$ cat config.mk
export PLATFORM = sky130hd
export DESIGN_NAME = positencode
export DESIGN_NICKNAME = d
export VERILOG_FILES = /design/src/rtl/positencode.sv
export SDC_FILE = /design/constraint.sdc
export NUM_CORES = 1
export LEC_CHECK = 0
export BUFFER_PORTS_ARGS = -buffer_cell sky130_fd_sc_hd__clkbuf_2
export CORE_MARGIN = 2
export CORE_UTILIZATION = 50
export DETAILED_ROUTE_END_ITERATION = 10
export GPL_ROUTABILITY_DRIVEN = 0
export MAX_ROUTING_LAYER = met4
export PLACE_DENSITY = 0.68
export SLEW_MARGIN = 10
export SYNTH_ARGS = -nofsm -noshare
export SYNTH_HDL_FRONTEND = slang
export SYNTH_SLANG_ARGS = --single-unit
export TNS_END_PERCENT = 50
$ cat constraint.sdc
create_clock -name clk -period 5.2 [get_ports clk]
set_input_delay 1.56 -clock clk [delete_from_list [all_inputs] [get_ports clk]]
set_output_delay 1.56 -clock clk [all_outputs]
set_load 0.01 [all_outputs]
$ cat src/rtl/positencode.sv
// rtl/positencode.sv - packs sign/scale/fraction into an N-bit posit, round-to-nearest-even, 3-stage pipeline
module positencode #(
   parameter int N  = 32,
   parameter int es = 2,
   parameter int SW = 8,
   parameter int FW = 30
) (
   input  logic          clk,
   input  logic          reset,
   input  logic          start,
   input  logic          sign,
   input  logic [SW-1:0] scale,
   input  logic [FW-1:0] frac,
   input  logic          zero_in,
   input  logic          inf_in,
   output logic [N-1:0]  result,
   output logic          inf,
   output logic          zero,
   output logic          done
);
   localparam int WW   = N + FW + 2;
   localparam int PW   = WW - 2 - es - FW;
   localparam int MAXS = (N - 2) * (2 ** es);

   // stage 1: registered operand, regime run k, exponent bits, saturation flags
   logic                 v1_d, v1_q, sign1_d, sign1_q, inf1_d, inf1_q, zero1_d, zero1_q;
   logic                 sat_hi1_d, sat_hi1_q, sat_lo1_d, sat_lo1_q;
   logic signed [SW-1:0] k1_d, k1_q;
   logic [es-1:0]        e1_d, e1_q;
   logic [FW-1:0]        frac1_d, frac1_q;

   // stage 2: truncated body with guard/sticky
   logic                 v2_d, v2_q, sign2_d, sign2_q, inf2_d, inf2_q, zero2_d, zero2_q;
   logic                 sat_hi2_d, sat_hi2_q, sat_lo2_d, sat_lo2_q;
   logic                 guard2_d, guard2_q, sticky2_d, sticky2_q;
   logic [N-2:0]         body2_d, body2_q;

   // stage 3: output registers
   logic [N-1:0]         result_d, result_q;
   logic                 inf_d, inf_q, zero_d, zero_q, done_d, done_q;

   logic [WW-1:0]        w_pos, w_neg, w;
   logic [SW-1:0]        nk;
   logic                 rnd;
   logic [N-1:0]         sum, mag;
   logic [N-2:0]         body3;

   always_comb begin
      v1_d      = start;
      sign1_d   = sign;
      k1_d      = $signed(scale) >>> es;
      e1_d      = scale[es-1:0];
      frac1_d   = frac;
      sat_hi1_d = $signed(scale) > MAXS;
      sat_lo1_d = $signed(scale) < -MAXS;
      inf1_d    = inf_in;
      zero1_d   = zero_in & ~inf_in;
   end

   // Arithmetic shift of a leading 1 builds k+1 ones then 0; for k<0 shift 01 right by -k-1.
   always_comb begin
      nk        = ~k1_q;
      w_pos     = $signed({2'b10, e1_q, frac1_q, {PW{1'b0}}}) >>> k1_q;
      w_neg     = {2'b01, e1_q, frac1_q, {PW{1'b0}}} >> nk;
      w         = k1_q[SW-1] ? w_neg : w_pos;
      body2_d   = w[WW-1 -: N-1];
      guard2_d  = w[WW-N];
      sticky2_d = |w[WW-N-1:0];
      v2_d      = v1_q;
      sign2_d   = sign1_q;
      sat_hi2_d = sat_hi1_q;
      sat_lo2_d = sat_lo1_q;
      inf2_d    = inf1_q;
      zero2_d   = zero1_q;
   end

   always_comb begin
      rnd   = guard2_q & (body2_q[0] | sticky2_q);
      sum   = {1'b0, body2_q} + {{(N-1){1'b0}}, rnd};
      body3 = sum[N-2:0];
      if (sum[N-1])
         body3 = {(N-1){1'b1}};
      else if (sum == '0)
         body3 = {{(N-2){1'b0}}, 1'b1};
      if (sat_hi2_q)
         body3 = {(N-1){1'b1}};
      else if (sat_lo2_q)
         body3 = {{(N-2){1'b0}}, 1'b1};
      mag      = {1'b0, body3};
      result_d = result_q;
      inf_d    = inf_q;
      zero_d   = zero_q;
      done_d   = v2_q;
      if (v2_q) begin
         inf_d  = inf2_q;
         zero_d = zero2_q;
         if (inf2_q)
            result_d = {1'b1, {(N-1){1'b0}}};
         else if (zero2_q)
            result_d = '0;
         else
            result_d = sign2_q ? -mag : mag;
      end
   end

   always_ff @(posedge clk) begin
      if (reset) begin
         v1_q     <= 1'b0;
         v2_q     <= 1'b0;
         done_q   <= 1'b0;
         result_q <= '0;
         inf_q    <= 1'b0;
         zero_q   <= 1'b0;
      end else begin
         v1_q     <= v1_d;
         v2_q     <= v2_d;
         done_q   <= done_d;
         result_q <= result_d;
         inf_q    <= inf_d;
         zero_q   <= zero_d;
      end
      sign1_q   <= sign1_d;
      k1_q      <= k1_d;
      e1_q      <= e1_d;
      frac1_q   <= frac1_d;
      sat_hi1_q <= sat_hi1_d;
      sat_lo1_q <= sat_lo1_d;
      inf1_q    <= inf1_d;
      zero1_q   <= zero1_d;
      sign2_q   <= sign2_d;
      body2_q   <= body2_d;
      guard2_q  <= guard2_d;
      sticky2_q <= sticky2_d;
      sat_hi2_q <= sat_hi2_d;
      sat_lo2_q <= sat_lo2_d;
      inf2_q    <= inf2_d;
      zero2_q   <= zero2_d;
   end

   assign result = result_q;
   assign inf    = inf_q;
   assign zero   = zero_q;
   assign done   = done_q;
endmodule

Word level (Yosys, flattened, before mapping)
Cells that the tools add are included.
- $add $sub $neg: 2
- bitwise logic cells: 5
- shifts and indexed selects: 2
- reduce and logical (&&, ||, !) cells: 2
- mux-type cells: 8
- magnitude comparators: 2
- operators with widths (cell ; number):
    two-way mux 31 bit ; 4
    two-way mux 32 bit ; 3
    two-way mux 64 bit ; 1
    >> shifter 63 x 8 -> 64 bit ; 1
    >>> shifter 64 x 8 -> 64 bit ; 1
    adder 31 x 1 -> 32 bit ; 1
    logical NOT 32 bit ; 1
    negation 31 -> 32 bit ; 1
    OR reduction 32 bit ; 1
    > comparator 8 bit (second input constant) ; 1
    less-than comparator 8 bit (second input constant) ; 1
    inverter 6 -> 8 bit ; 1
    AND 1 bit ; 2
    inverter 1 bit ; 1
    OR 1 bit ; 1
- output and inout bits: 35
- register bits after elaboration: 118
- input bits: 44

Longest topological paths before layout
- word-level depth: 12
- gate-level depth with buffers: 21

Worst setup path after synthesis
OpenSTA, ideal clock, no wires.
- kind: register to register
- start point: reg body2_q[0]
- end point: reg result_q[28], in the netlist result[28]
- arrival: 4.006 ns
- slack: 1.066 ns
- buffers on the path: 1
- required time: 5.072 ns
- setup time: 0.128 ns
- cell stages (with the launch flop): 19
- path through: dfxtp_1 -> o21a_1 -> ha_1 -> ha_1 -> nand4_4 -> or3_4 -> or4_4 -> o211a_1 -> nand4_2 -> buf_2 -> o21ai_1 -> inv_1 -> ha_1 -> o211ai_1 -> nor3_4 -> nand3_1 -> o41ai_2 -> xnor2_1 -> o21ai_1
- longest elaborated chain between the ends: 12
- RTL lines (item ; line ; RTL):
    from (decl) ; 36 ; logic [N-2:0] body2_d, body2_q;
    from (signal assigned) ; 131 ; body2_q <= body2_d;
    OR 1 bit ; 78 ; rnd = guard2_q & (body2_q[0] | sticky2_q);
    AND 1 bit ; 78 ;
    adder 31 x 1 -> 32 bit * ; 79 ; sum = {1'b0, body2_q} + {{(N-1){1'b0}}, rnd};
    logical NOT 32 bit ; 83 ; else if (sum == '0)
    two-way mux 31 bit ; 83 ;
    two-way mux 31 bit * ; 81 ; if (sum[N-1])
    two-way mux 31 bit * ; 87 ; else if (sat_lo2_q)
    two-way mux 31 bit * ; 85 ; if (sat_hi2_q)
    negation 31 -> 32 bit ; 102 ; result_d = sign2_q ? -mag : mag;
    two-way mux 32 bit * ; 102 ;
    two-way mux 32 bit * ; 99 ; else if (zero2_q)
    two-way mux 32 bit * ; 97 ; if (inf2_q)
    to (signal assigned) ; 118 ; result_q <= result_d;
    to (decl) ; 39 ; logic [N-1:0] result_d, result_q;
Mark *: on every way between the ends. The rest lies on a longest branch, timed or not.
A chain may end at the register's enable or synchronous reset.

Worst setup path in the final report
Same ends and word-level chain as after synthesis.

==> metrics.md <==
| Metric | Value |
|---|---|
| CTS Buf Count | 17 |
| Clk_lat worst skew | 0.43 ns |
| Post-CTS sizing | 0 |
| Detail Placement HPWL | 23.2 mm |
| Die area | 0.0205 mm^2 |
| Layout cells sized above 1 | 0.163 |
| Yosys warning count | 0 |
| Vias in the first global route | 8,996 |
| Sink Count | 118 |
| WP data arrival | 4.99 ns |
| CP max FO | 16 |
| Final Max Tran Viols | 0 |
| Most used DFF post-synth | dfxtp_1 |
| Pwr Density | 275 mW/mm^2 |
| Ant. Diodes | 0 |
| Worst-Margin Slew | 1.24 ns |
| CP peak stage delay | 0.63 ns |
| Max-slew headroom | 0.169 |
| Top Ports | 79 |
| Starting DRC count in detailed routing | 1,313 |
| Final Critical Period | 4.69 ns |
| Worst VDD drop | 276 uV |
| CP required | 5.49 ns |
| Chip width | 143 um |
| First-pass GRT wire length | 48.8 mm |
| Post-Syn Nets | 1,309 |
| Setup crit start kind | register |
| Max Clock Freq | 213 MHz |
| Mapped cell area | 0.00971 mm^2 |
| Worst hold margin | 0.324 ns |
| IO Port Bufs | 78 |
| Vert. Die Dim | 143 um |
| RSZ-0062 raised after global routing | false |
| Clock Pin Slew Worst Setup and Hold Paths | 0.07 ns |
| Row count | 50 |
| Distinct cells, synth | 91 |
| Final #Nets | 1,314 |
| R2R depth | 17 |
| Root Buffer | clkbuf_16 |
| Clock tree buffer depth | 2 |
| DRC | 0 |
| Worst hold stages | 0 |
| Share of the synthesized area in the top cell type | 0.243 |
| Synth Register Bits | 118 |
| Crit share post-route | 0.903 |
| Max Cap Viol | 0 |
| CTS tree | done |
| # setup viols final | 0 |
| Final wirelength | 31.1 mm |
| Post-synth ARST share | 0 |
| Largest net degree at the start of global routing | 55 |
| CTS Hold Bufs | 0 |
| Initial cell density of the core | 0.514 |
| Core area | 0.0189 mm^2 |
| Area contributors post-synth | dfxtp_1 24%, mux2i_1 7.3%, nor2_1 4.9%, mux4_2 4.9%, nand2_1 4.5% |
| Critical setup path kind | reg2reg |
| Syn_area_per_cell | 7.69 um^2 |
| DR vias | 10,300 |
| EDFF count, synth | 0 |
| Outcome | completed |
| Post-DRT Antenna Nets | 0 |
| Avg Vias per Cell | 6.69 |
| Setup TNS | 0 ns |
| Hold Vio Cnt, Final | 0 |
| Initial antenna violation count | 0 |
| Tightest Hold Check Type | reg2reg |
| 1st-pass router iterations | 5 |
| CP max-delay cell | and4_1 |
| Critical path, cell by cell | o21a_1 > ha_1 > and4_1 > and4_1 > nand3_1 > xnor2_1 > a211o_1 > buf_4 > o21ai_1 > inv_1 > ha_1 > o211ai_1 > nor3_4 > nand3_1 > o41ai_2 > xnor2_1 > o21ai_1 |
| GRT Resource Usage Total | 0.310 |
| H-tree depth | 4 |
| Average wire per standard cell | 20.2 um |
| Area growth from synthesis to layout | 9.91% |
| Mapped Cells | 1,262 |
| Post-CTS setup buffers | 0 |
| Clock skew | 0.0164 ns |
| Crit path capture type | register |
| Leading area contributor after synthesis | dfxtp_1 |
| Seq/Total Area, Yosys | 0.243 |
| P_leak | 4.14 nW |
| GRT Residual Overflow | 0 |
[metal layers]
metal  track usage  routed length [um]
met1         0.427               13300
met2         0.456               13600
met3        0.0513                2940
met4         0.124                1160
met5             -                   0
[per-stage QoR]
step / cells / utilization / setup slack [ns] / instance area [um^2] / total power [W]
3_3_place_gp: 1508 / 0.534 / 0.823 / 10100 / 0.00177
2_1_floorplan: 1262 / - / 1.07 / 9710 / 0.00158
5_1_grt: 1540 / 0.565 / 0.203 / 10700 / 0.00305
6_report: 1540 / 0.565 / 0.506 / 10700 / 0.00294
3_5_place_dp: 1508 / 0.534 / 0.668 / 10100 / 0.00177
4_1_cts: 1540 / 0.565 / 0.643 / 10700 / 0.00293
[worst paths after layout]
check	start	endpoint	slack, ns
max	body2_q[0]	result[28]	0.51
min	sign1_q	sign2_q	0.32
max reg2reg	body2_q[0]	result[28]	0.51
min reg2reg	sign1_q	sign2_q	0.32
[critical path, delay by kind of cell, from the launching register on]
kind / cells / cell delay, ns
buf+inv: 2 / 0.30
flops: 1 / 0.34
simple gates: 5 / 1.83
compound gates: 6 / 1.13
fa+ha+maj: 2 / 0.45
xor+xnor: 2 / 0.52
[power breakdown]
part | leakage, nW | internal, W | switching [W]
clock network | 0.278 | 0.000638 | 0.000521
registers | 0.981 | 0.000960 | 0.000105
logic | 2.89 | 0.000279 | 0.000432
total | 4.14 | 0.00188 | 0.00106
[layout by cell type, fill, tap and decap left out, drive strengths merged, types with 6 or more instances in the layout]
cell	count
a41oi	6
o22ai	15
mux2	15
nor3	44
nor2	128
buf	20
dfxtp	118
o21a	15
inv	30
a211o	6
and3	16
xor2	9
a31oi	26
clkbuf	95
and4	11
nor4	14
xnor2	20
o31ai	11
a2111oi	7
nand4	27
mux4	21
a21oi	78
and2	23
mux2i	71
nand2	117
or3	8
o211ai	33
a22oi	12
o21ai	93
a211oi	24
nand2b	8
o211a	7
nand3	42
a31o	6
nor2b	24
[kinds of logic after synthesis]
group                    count (synthesis)  share of synthesized area
adder cells (fa/ha/maj)                  3                    0.00387
XOR/XNOR                                29                     0.0262
AND/OR/NAND/NOR                        482                      0.258
flip-flops                             118                      0.243
buffers and inverters                  132                     0.0582
multiplexers                           107                      0.139
AO/OA/AOI/OAI                          391                      0.271
[area by class of cell]
class	count	area [um^2]
Inverter	20	75.1
Tap cell	260	325
Multi-Input combinational cell	1012	6790
Fill cell	1795	8220
Clock buffer	17	425
Clock inverter	15	149
Timing Repair Buffer	98	541
Sequential cell	118	2370
[Yosys cell counts (7+ instances only)]
cell        n
nor4_1     12
and4_1     11
a21oi_1    78
xnor2_1    20
mux2i_1    71
o21ai_0    82
and2_1     22
inv_1      17
o211a_1     7
nand2b_1    8
dfxtp_1   118
nand4_1    22
a211oi_1   23
mux2_2     14
buf_1      12
and3_1     16
o22ai_1    15
nand3_1    41
nand2_1   117
clkbuf_1   65
a31oi_1    25
buf_2      29
mux4_2     21
a22oi_1    12
o21a_1     15
o31ai_1    10
xor2_1      9
o21ai_1    10
o211ai_1   33
nor2b_1    24
nor2_1    128
nor3_1     39
[state kept, by name (all words and copies together), names as in the netlist, 2 cells and up]
name     flops
e1_q         2
k1_q         6
body2_q     31
frac1_q     30
result      32
(Power assumes the default switching activity.)
